### src/rtl/gptim_multi_pkg.sv
`default_nettype none
// ============================================================================
// Module   : gptim_multi_pkg
// Brief    : Shared definitions for the multi-channel general-purpose timer.
// Revision : 1.0
// ============================================================================
package gptim_multi_pkg;

  localparam int GPTIM_MAX_CHANNELS = 8;

  localparam int GPTIM_OFS_CTRL     = 'h00;
  localparam int GPTIM_OFS_STATUS   = 'h04;
  localparam int GPTIM_OFS_PRESCALE = 'h08;
  localparam int GPTIM_OFS_COUNT    = 'h0C;
  localparam int GPTIM_OFS_TOP      = 'h10;
  localparam int GPTIM_OFS_CMP0     = 'h14;

  typedef struct packed {
    logic [GPTIM_MAX_CHANNELS-1:0] cmp_ie;
    logic                          ovf_ie;
    logic                          oneshot;
    logic                          en;
  } gptim_ctrl_t;

  function automatic logic [31:0] gptim_byte_mask(input logic [3:0] strb);
    return {{8{strb[3]}}, {8{strb[2]}}, {8{strb[1]}}, {8{strb[0]}}};
  endfunction

endpackage
`default_nettype wire

### src/rtl/gptim_prescaler.sv
`default_nettype none
// ============================================================================
// Module   : gptim_prescaler
// Brief    : Free-running 0..PRESCALE counter producing the timer tick.
// Revision : 1.0
// ============================================================================
module gptim_prescaler #(
  parameter int PRESCALE_WIDTH = 16
) (
  input  logic                      clk,
  input  logic                      rst_n,
  input  logic                      en_i,
  input  logic                      clear_i,
  input  logic [PRESCALE_WIDTH-1:0] prescale_i,
  output logic                      tick_o
);

  logic [PRESCALE_WIDTH-1:0] cnt_q;
  logic [PRESCALE_WIDTH-1:0] cnt_d;

  assign tick_o = en_i && (cnt_q == prescale_i);

  always_comb begin
    cnt_d = cnt_q + PRESCALE_WIDTH'(1);
    if (!en_i || clear_i || tick_o) begin
      cnt_d = '0;
    end
  end

  always_ff @(posedge clk or negedge rst_n) begin
    if (!rst_n) begin
      cnt_q <= '0;
    end else begin
      cnt_q <= cnt_d;
    end
  end

endmodule
`default_nettype wire

### src/rtl/gptim_multi.sv
`default_nettype none
// ============================================================================
// Module   : gptim_multi
// Brief    : Prescaled up-counter with TOP reload, compare/PWM channels,
//            one-shot mode and a level interrupt, on a simple register bus.
// Revision : 1.0
// ============================================================================
module gptim_multi
  import gptim_multi_pkg::*;
#(
  parameter int NUM_CHANNELS   = 4,
  parameter int COUNT_WIDTH    = 32,
  parameter int PRESCALE_WIDTH = 16,
  parameter int ADDR_WIDTH     = 6
) (
  input  logic                    clk,
  input  logic                    rst_n,
  input  logic [ADDR_WIDTH-1:0]   addr,
  input  logic                    wr_en,
  input  logic [31:0]             wr_data,
  input  logic [3:0]              wr_strobe,
  input  logic                    rd_en,
  output logic [31:0]             rd_data,
  output logic                    rd_valid,
  output logic [NUM_CHANNELS-1:0] pwm_o,
  output logic                    irq
);

  localparam logic [GPTIM_MAX_CHANNELS-1:0] IE_MASK =
    GPTIM_MAX_CHANNELS'((1 << NUM_CHANNELS) - 1);

  gptim_ctrl_t               ctrl_q, ctrl_d;
  logic                      ovf_q, ovf_d;
  logic [NUM_CHANNELS-1:0]   cmpf_q, cmpf_d;
  logic [PRESCALE_WIDTH-1:0] presc_q, presc_d;
  logic [COUNT_WIDTH-1:0]    count_q, count_d;
  logic [COUNT_WIDTH-1:0]    top_q, top_d;
  logic                      irq_q;
  logic [31:0]               rd_data_q;
  logic                      rd_valid_q;

  int                        w_ofs;
  logic [31:0]               w_rd_word;
  logic [31:0]               w_mask;
  logic [31:0]               w_wr_word;
  logic [31:0]               w_w1c;
  logic                      w_wr_ctrl, w_wr_status, w_wr_presc, w_wr_count, w_wr_top;
  logic                      w_tick;
  logic                      w_evt;
  logic                      w_wrap;
  logic [COUNT_WIDTH-1:0]    w_count_next;
  logic [COUNT_WIDTH-1:0]    w_cmp [NUM_CHANNELS];
  logic [NUM_CHANNELS-1:0]   w_cmp_set;
  logic                      w_unused;

  assign w_ofs = int'({addr[ADDR_WIDTH-1:2], 2'b00});

  always_comb begin
    w_rd_word = '0;
    case (w_ofs)
      GPTIM_OFS_CTRL:     w_rd_word = {16'b0, ctrl_q.cmp_ie, ctrl_q.ovf_ie, 5'b0,
                                       ctrl_q.oneshot, ctrl_q.en};
      GPTIM_OFS_STATUS:   w_rd_word = {16'b0, 8'(cmpf_q), 7'b0, ovf_q};
      GPTIM_OFS_PRESCALE: w_rd_word = 32'(presc_q);
      GPTIM_OFS_COUNT:    w_rd_word = 32'(count_q);
      GPTIM_OFS_TOP:      w_rd_word = 32'(top_q);
      default:            w_rd_word = '0;
    endcase
    for (int i = 0; i < NUM_CHANNELS; i++) begin
      if (w_ofs == GPTIM_OFS_CMP0 + 4 * i) begin
        w_rd_word = 32'(w_cmp[i]);
      end
    end
  end

  // Byte-merged write: the current register image with the strobed bytes replaced.
  assign w_mask      = gptim_byte_mask(wr_strobe);
  assign w_wr_word   = (w_rd_word & ~w_mask) | (wr_data & w_mask);
  assign w_w1c       = wr_data & w_mask;

  assign w_wr_ctrl   = wr_en && (w_ofs == GPTIM_OFS_CTRL);
  assign w_wr_status = wr_en && (w_ofs == GPTIM_OFS_STATUS);
  assign w_wr_presc  = wr_en && (w_ofs == GPTIM_OFS_PRESCALE);
  assign w_wr_count  = wr_en && (w_ofs == GPTIM_OFS_COUNT);
  assign w_wr_top    = wr_en && (w_ofs == GPTIM_OFS_TOP);

  gptim_prescaler #(
    .PRESCALE_WIDTH (PRESCALE_WIDTH)
  ) u_prescaler (
    .clk        (clk),
    .rst_n      (rst_n),
    .en_i       (ctrl_q.en),
    .clear_i    (w_wr_ctrl && !w_wr_word[0]),
    .prescale_i (presc_q),
    .tick_o     (w_tick)
  );

  assign w_wrap       = (count_q == top_q);
  assign w_count_next = w_wrap ? '0 : count_q + COUNT_WIDTH'(1);
  // A software COUNT write suppresses all tick-driven events in that cycle.
  assign w_evt        = w_tick && !w_wr_count;

  always_comb begin
    ctrl_d = ctrl_q;
    if (w_evt && w_wrap && ctrl_q.oneshot) begin
      ctrl_d.en = 1'b0;
    end
    if (w_wr_ctrl) begin
      ctrl_d.en      = w_wr_word[0];
      ctrl_d.oneshot = w_wr_word[1];
      ctrl_d.ovf_ie  = w_wr_word[7];
      ctrl_d.cmp_ie  = w_wr_word[15:8] & IE_MASK;
    end

    ovf_d  = (ovf_q && !(w_wr_status && w_w1c[0])) || (w_evt && w_wrap);
    cmpf_d = (cmpf_q & ~({NUM_CHANNELS{w_wr_status}} & w_w1c[8 +: NUM_CHANNELS]))
             | w_cmp_set;

    presc_d = w_wr_presc ? w_wr_word[PRESCALE_WIDTH-1:0] : presc_q;
    top_d   = w_wr_top   ? w_wr_word[COUNT_WIDTH-1:0]    : top_q;

    count_d = count_q;
    if (w_wr_count) begin
      count_d = w_wr_word[COUNT_WIDTH-1:0];
    end else if (w_tick) begin
      count_d = w_count_next;
    end
  end

  for (genvar gi = 0; gi < NUM_CHANNELS; gi++) begin : g_ch
    logic [COUNT_WIDTH-1:0] cmp_q, cmp_d;
    logic                   pwm_q, pwm_d;

    assign cmp_d = (wr_en && (w_ofs == GPTIM_OFS_CMP0 + 4 * gi))
                   ? w_wr_word[COUNT_WIDTH-1:0] : cmp_q;
    assign pwm_d = ctrl_q.en && (count_q < cmp_q);

    always_ff @(posedge clk or negedge rst_n) begin
      if (!rst_n) begin
        cmp_q <= '0;
        pwm_q <= 1'b0;
      end else begin
        cmp_q <= cmp_d;
        pwm_q <= pwm_d;
      end
    end

    assign w_cmp[gi]     = cmp_q;
    assign w_cmp_set[gi] = w_evt && (w_count_next == cmp_q);
    assign pwm_o[gi]     = pwm_q;
  end

  always_ff @(posedge clk or negedge rst_n) begin
    if (!rst_n) begin
      ctrl_q     <= '0;
      ovf_q      <= 1'b0;
      cmpf_q     <= '0;
      presc_q    <= '0;
      count_q    <= '0;
      top_q      <= '1;
      irq_q      <= 1'b0;
      rd_data_q  <= '0;
      rd_valid_q <= 1'b0;
    end else begin
      ctrl_q     <= ctrl_d;
      ovf_q      <= ovf_d;
      cmpf_q     <= cmpf_d;
      presc_q    <= presc_d;
      count_q    <= count_d;
      top_q      <= top_d;
      irq_q      <= |({cmpf_q, ovf_q} & {ctrl_q.cmp_ie[NUM_CHANNELS-1:0], ctrl_q.ovf_ie});
      rd_data_q  <= rd_en ? w_rd_word : '0;
      rd_valid_q <= rd_en;
    end
  end

  assign rd_data  = rd_data_q;
  assign rd_valid = rd_valid_q;
  assign irq      = irq_q;

  assign w_unused = ^{addr[1:0], w_wr_word, w_w1c};

endmodule
`default_nettype wire

### config.mk
export PLATFORM = sky130hd
export DESIGN_NAME = gptim_multi
export DESIGN_NICKNAME = d
export VERILOG_FILES = /design/src/rtl/gptim_multi_pkg.sv /design/src/rtl/gptim_prescaler.sv /design/src/rtl/gptim_multi.sv
export SDC_FILE = /design/constraint.sdc
export NUM_CORES = 1
export LEC_CHECK = 0
export BUFFER_PORTS_ARGS = -buffer_cell sky130_fd_sc_hd__clkbuf_2
export CAP_MARGIN = 20
export CORE_MARGIN = 2
export CORE_UTILIZATION = 35
export CTS_CLUSTER_DIAMETER = 100
export DETAILED_ROUTE_END_ITERATION = 8
export SYNTH_ARGS = -nofsm -noshare
export SYNTH_HDL_FRONTEND = slang
export SYNTH_HIERARCHICAL = 1
export SYNTH_SLANG_ARGS = --single-unit
### constraint.sdc
create_clock -name clk -period 7.55 [get_ports clk]
set_input_delay 1.8875 -clock clk [delete_from_list [all_inputs] [get_ports clk]]
set_output_delay 1.8875 -clock clk [all_outputs]
set_load 0.05 [all_outputs]
# == After elaboration in Yosys (flattened, before gate mapping) ==
# Index checks and enable logic that the tools add are counted.
# totals
wordCells,102
ff_bits,274
input_bits,46
# classes
addsub,2
bitwise_logic,9
eq_ne,18
reduce_logical,36
mux,12
order_cmp,4
# op_table
op,n
$mux 32,8
$eq 32x32->1,5
$pmux 32 s5,1
$lt 32x32->1,4
$and 32x32->32,2
$logic_not 32->1,2
$add 32x1->32 const B,1
$not 32->32,1
$or 32x32->32,1
$logic_and 1x1->1,24
$eq 4x4->1 const B,5
$add 16x1->16 const B,1
$eq 16x16->1,1
$mux 16,1
$eq 4x2->1 const B,3
$eq 4x3->1 const B,3
$and 4x4->4,2
$and 5x5->5,1
$reduce_or 5->1,1
$eq 4x1->1 const B,1
$logic_not 1->1,4
$not 4->4,1
$or 4x4->4,1
$reduce_bool 2->1,2
2 further kinds,5

# == Depth between registers and ports, before layout ==
# logic_depth
depth_word,13
mapped_depth,15
depth_no_buf,12

# == By module ==
# The synthesis kept the hierarchy.
# modules_own_cells
mod,area_each_um2,cells_per_inst,seq_area_each_um2,instances
gptim_multi,17946.0,2068,6496.2,1
gptim_prescaler,940.9,99,400.4,1

# == Worst setup path after synthesis ==
# OpenSTA, ideal clock, no wires.
# synth_path
path_kind,input to register
start,input addr[2]
end,register u_prescaler.cnt_q[10]
setup_ns,0.119
slack_ns,3.224
stages,14
t_arrival_ns,4.207
n_path_buf,3
cell_sequence,clkbuf_1 clkbuf_1 mux2i_1 nor2_1 a221oi_1 a31oi_1 a221oi_1 inv_1 mux2i_1 nor2b_1 nor2b_1 o41ai_4 buf_6 nor2_1
# synth_via
elab_chain_cells,13
elab_cells_between_ends,23
# synth_lines
element,line,text
"start, declared",gptim_multi.sv:18,"input logic [ADDR_WIDTH-1:0] addr,"
"$logic_not 32->1, or another cell as far along",gptim_multi.sv:60,case (w_ofs)
$pmux 32 s5,gptim_multi.sv:60,
$mux 32 (4 in a row),gptim_multi.sv:70,if (w_ofs == GPTIM_OFS_CMP0 + 4 * i) begin
$and 32x32->32,gptim_multi.sv:78,assign w_wr_word = (w_rd_word & ~w_mask) | (wr_data & w_mask);
$or 32x32->32,gptim_multi.sv:78,
$logic_not 1->1,gptim_multi.sv:93,".clear_i (w_wr_ctrl && !w_wr_word[0]),"
$logic_and 1x1->1 (*),gptim_multi.sv:93,
$logic_or 1x1->1 (*) (2 in a row),gptim_prescaler.sv:25,if (!en_i || clear_i || tick_o) begin
$mux 16 (*),gptim_prescaler.sv:25,
named net u_prescaler.cnt_d[10],gptim_prescaler.sv:19,logic [PRESCALE_WIDTH-1:0] cnt_d;
"end signal, assigned",gptim_prescaler.sv:34,cnt_q <= cnt_d;
"end, declared",gptim_prescaler.sv:18,logic [PRESCALE_WIDTH-1:0] cnt_q;
# The timed path passes the listed nets; every way through them passes the cells marked *.
# A chain may end at the register's enable or synchronous reset.

# == Worst setup path after layout ==
# layout_path
start,register count_q[23]
end,register cmpf_q[1]
# layout_via
elab_chain_cells,5
elab_cells_between_ends,6
# layout_lines
element,line,text
"start, declared",gptim_multi.sv:36,"logic [COUNT_WIDTH-1:0] count_q, count_d;"
"start signal, assigned",gptim_multi.sv:169,count_q <= count_d;
$add 32x1->32 / $eq 32x32->1 (equally long branches),"gptim_multi.sv:99, gptim_multi.sv:98",
$mux 32 (*),gptim_multi.sv:99,assign w_count_next = w_wrap ? '0 : count_q + COUNT_WIDTH'(1);
$eq 32x32->1 (*),gptim_multi.sv:149,assign w_cmp_set[gi] = w_evt && (w_count_next == cmp_q);
$logic_and 1x1->1 (*),gptim_multi.sv:149,
$or 4x4->4 (*),gptim_multi.sv:117,| w_cmp_set;
named net cmpf_d[1],gptim_multi.sv:34,"logic [NUM_CHANNELS-1:0] cmpf_q, cmpf_d;"
"end signal, assigned",gptim_multi.sv:167,cmpf_q <= cmpf_d;
"end, declared",gptim_multi.sv:34,
# Marked as above.

==> metrics.txt <==
row count 85; sequential element share of the synthesized area 0.365; pin count of the biggest net entering global routing 138; CP max stage delay between 1 and 1.5 ns; Post-synth EDFFs 0; switching share of power 0.436; Clock Sinks roughly 270; Crit path depth 9; maximum VDD drop 0.166 mV; CP Data Required Time around 8 ns; largest family of logic cells by synthesized area compound AO/OA/AOI/OAI gates; CTS H-tree lvls 2; share of layout cells above drive strength 1 0.123; Final Total Pwr between 6 and 7 mW; cell area after synthesis 18900 sq um; Synth top area share 0.321; WL per Instance ~26 um; first-pass GRT wire length 110000 um; final-stage net count ~2.4k; Total Routing Usage GR 0.264; Routed Antenna Nets 0; Hold Buf Count CTS 0; Crit-path slowest cell nand4_1; Psw 3.01 mW; synth top area cells dfrtp_1, ha_1, o21ai_0, nand2_1, xnor2_1; P&R area growth vs syn 11.7%; hold path depth 2; Finish-stage setup viols 0; final WL approximately 74000 um; residual overflow from global routing 0; # IOs 84; post-CTS sizing 0; DRC viols 0; initial core utilization 0.352; post-synthesis area per instance just under 9 sq um; Final Critical Period around 5.5 ns; vias roughly 17k; DIE HEIGHT ~240 um; post-DP HPWL about 56000 um; Synth Area in Simple Gates 0.177; slew of the pin with the lowest slew margin ~1.2 ns; clock power share 0.249; clock slew at reported path FFs approximately 0.06 ns; Starting DRT DRC Count around 2.0k; crit share post-route 0.732; Critical Path Most Common Cell nand4_1; Leak a little over 9 nW; Hold WC Path Type flop to flop; critical path class flop to flop; XOR/XNOR share of the synthesized area 0.0761; Comb power frac 0.411; CTS root buf clkbuf_16; initial antenna violation count 2; Port Buf Inserts 81; worst reg2reg path depth 9; setup repair bufs after CTS 0; Synth Instances roughly 2.2k; status finished clean; clock tree buffer depth 3; total CTS buffers 35; post-synthesis register bit count 274; DIE AREA 55800 sq um; vias per inst between 5 and 6; Worst slew margin 0.227; CP max FO 17; CP Capture Type flop; most common cell after layout, fill and taps aside nand2_1; RSZ-0062 raised after global routing no; most area-hungry cell type in the Yosys netlist dfrtp_1; placed insts between 2k and 3k; Synth cell types 83; drt first pass iters 7; Critical Path AT roughly 5.9 ns; Synth Area in Compound Gates 0.192; Post-synth ARST share 1.00; Critical Path Start Type flop; clock latency at the later pin of the worst-skew pair between 0.5 and 0.6 ns; Syn. warnings 6; Horiz. Die Dim between 200 and 250 um; Flop pwr share 0.340; Final Hold Violating Endpoints 0; Setup TNS Final 0 ns; Post-Synth Adder-Cell Area 0.0835; Finished Layout Cells about 2.9k; Fmax between 150 and 200 MHz; core box area about 54000 sq um; Max-Cap Viols 0; Power Density 327 nW/um^2; mux contribution to synthesized area 0.0480; most frequent cells in the layout nand2_1, o21ai_0, dfrtp_1; Slew Limit Fails 0; Layout Skew about 0.027 ns; GP Congestion about 1.0; n_diodes 0; CTS tree done; Syn Nets ~2.3k; vias in the first global route between 15k and 20k; Cell Int Power a little under 4 mW; Cell Chain, Critical Path xor2_1 -> nor4_1 -> nand4_1 -> or2_2 -> o21ai_0 -> a31oi_1 -> a2111oi_0 -> nand4_1 -> o41ai_1; CP top delay family simple AND/OR/NAND/NOR gates; Primary FF master, synth dfrtp_1; WP buf/inv 0
-- synth_stat cells, types with 51 or more instances --
cell type  number
mux2i_1        58
nor2_1         84
nand2_1       272
o21ai_0       242
xor2_1         51
inv_1         143
clkbuf_1       98
a21oi_1        71
xnor2_1       108
nand3_1        73
ha_1          126
dfrtp_1       242
-- area by class of cell --
class                   instances  area [sq um]
multi-input cells            1613         10900
clock buffers                  46           977
inverters                     143           537
repair buffers                114           688
fillers                      5480         32500
well taps                     696           871
flip-flops and latches        274          6900
clock inverters                17           208
-- state kept, by name (all words and copies together), names as in the netlist --
name / cells
count_q: 32
g_ch.cmp_q: 128
rd_valid: 1
top_q: 32
ctrl_q: 7
cmpf_q: 4
presc_q: 16
u_prescaler/cnt_q: 16
rd_data: 32
ovf_q: 1
g_ch.pwm_q: 4
irq: 1
-- metrics by stage --
| stage | area, sq um | hold slack [ns] | util | setup slack [ns] |
|---|---|---|---|---|
| floorplan | 18900 | 0.470 | - | 3.22 |
| global placement | 19900 | 0.481 | 0.371 | 2.41 |
| detailed placement | 19900 | 0.490 | 0.372 | 2.38 |
| CTS | 21100 | 0.498 | 0.394 | 2.35 |
| global route | 21100 | 0.512 | 0.394 | 2.00 |
| finish | 21100 | 0.497 | 0.394 | 2.03 |
-- worst reg2reg max path, stage by stage (launching register included) --
cell and delay (ns):
dfrtp_1 0.67, xor2_1 0.33, nor4_1 0.75, nand4_1 1.02, or2_2 0.84, o21ai_0 0.16
a31oi_1 0.19, a2111oi_0 0.80, nand4_1 0.26, o41ai_1 0.37
-- path summary, 6_finish.rpt --
| kind | from | endpoint | slack, ns |
|---|---|---|---|
| max | count_q[23]$_DFFE_PN0P_ | cmpf_q[1]$_DFF_PN0_ | 2.03 |
| max reg2reg | count_q[23]$_DFFE_PN0P_ | cmpf_q[1]$_DFF_PN0_ | 2.03 |
| min | top_q[12]$_DFFE_PN1P_ | top_q[12]$_DFFE_PN1P_ | 0.50 |
| min reg2reg | top_q[12]$_DFFE_PN1P_ | top_q[12]$_DFFE_PN1P_ | 0.50 |
| max in group asynchronous | rst_n | u_prescaler/cnt_q[10]$_DFF_PN0_ | 4.89 |
| min in group asynchronous | rst_n | rd_data[27]$_DFF_PN0_ | 1.29 |
-- cell families after synthesis --
logic type	count (synthesis)
and+or+nand+nor	672
AOI/OAI and AO/OA	567
buffers and inverters	280
DFF	274
xor gates and xnor gates	161
adders and majority gates	126
muxes	87
-- power groups by stage --
stage	Combinational [mW]	Clock [mW]	Sequential, mW
3_5_place_dp	2.77	0	2.35
6_report	2.83	1.72	2.35
5_1_grt	3.09	1.81	2.38
2_1_floorplan	1.94	0	2.08
4_1_cts	2.79	1.75	2.33
3_3_place_gp	2.73	0	2.34
-- routing by layer --
layer	track usage	wire (um)	up-vias
li1	-	-	7796
met1	0.359	32100	8470
met2	0.418	33400	787
met3	0.0410	5520	168
met4	0.107	3250	0
met5	0	0	-
Note: power is estimated with default switching activity, not from simulation.
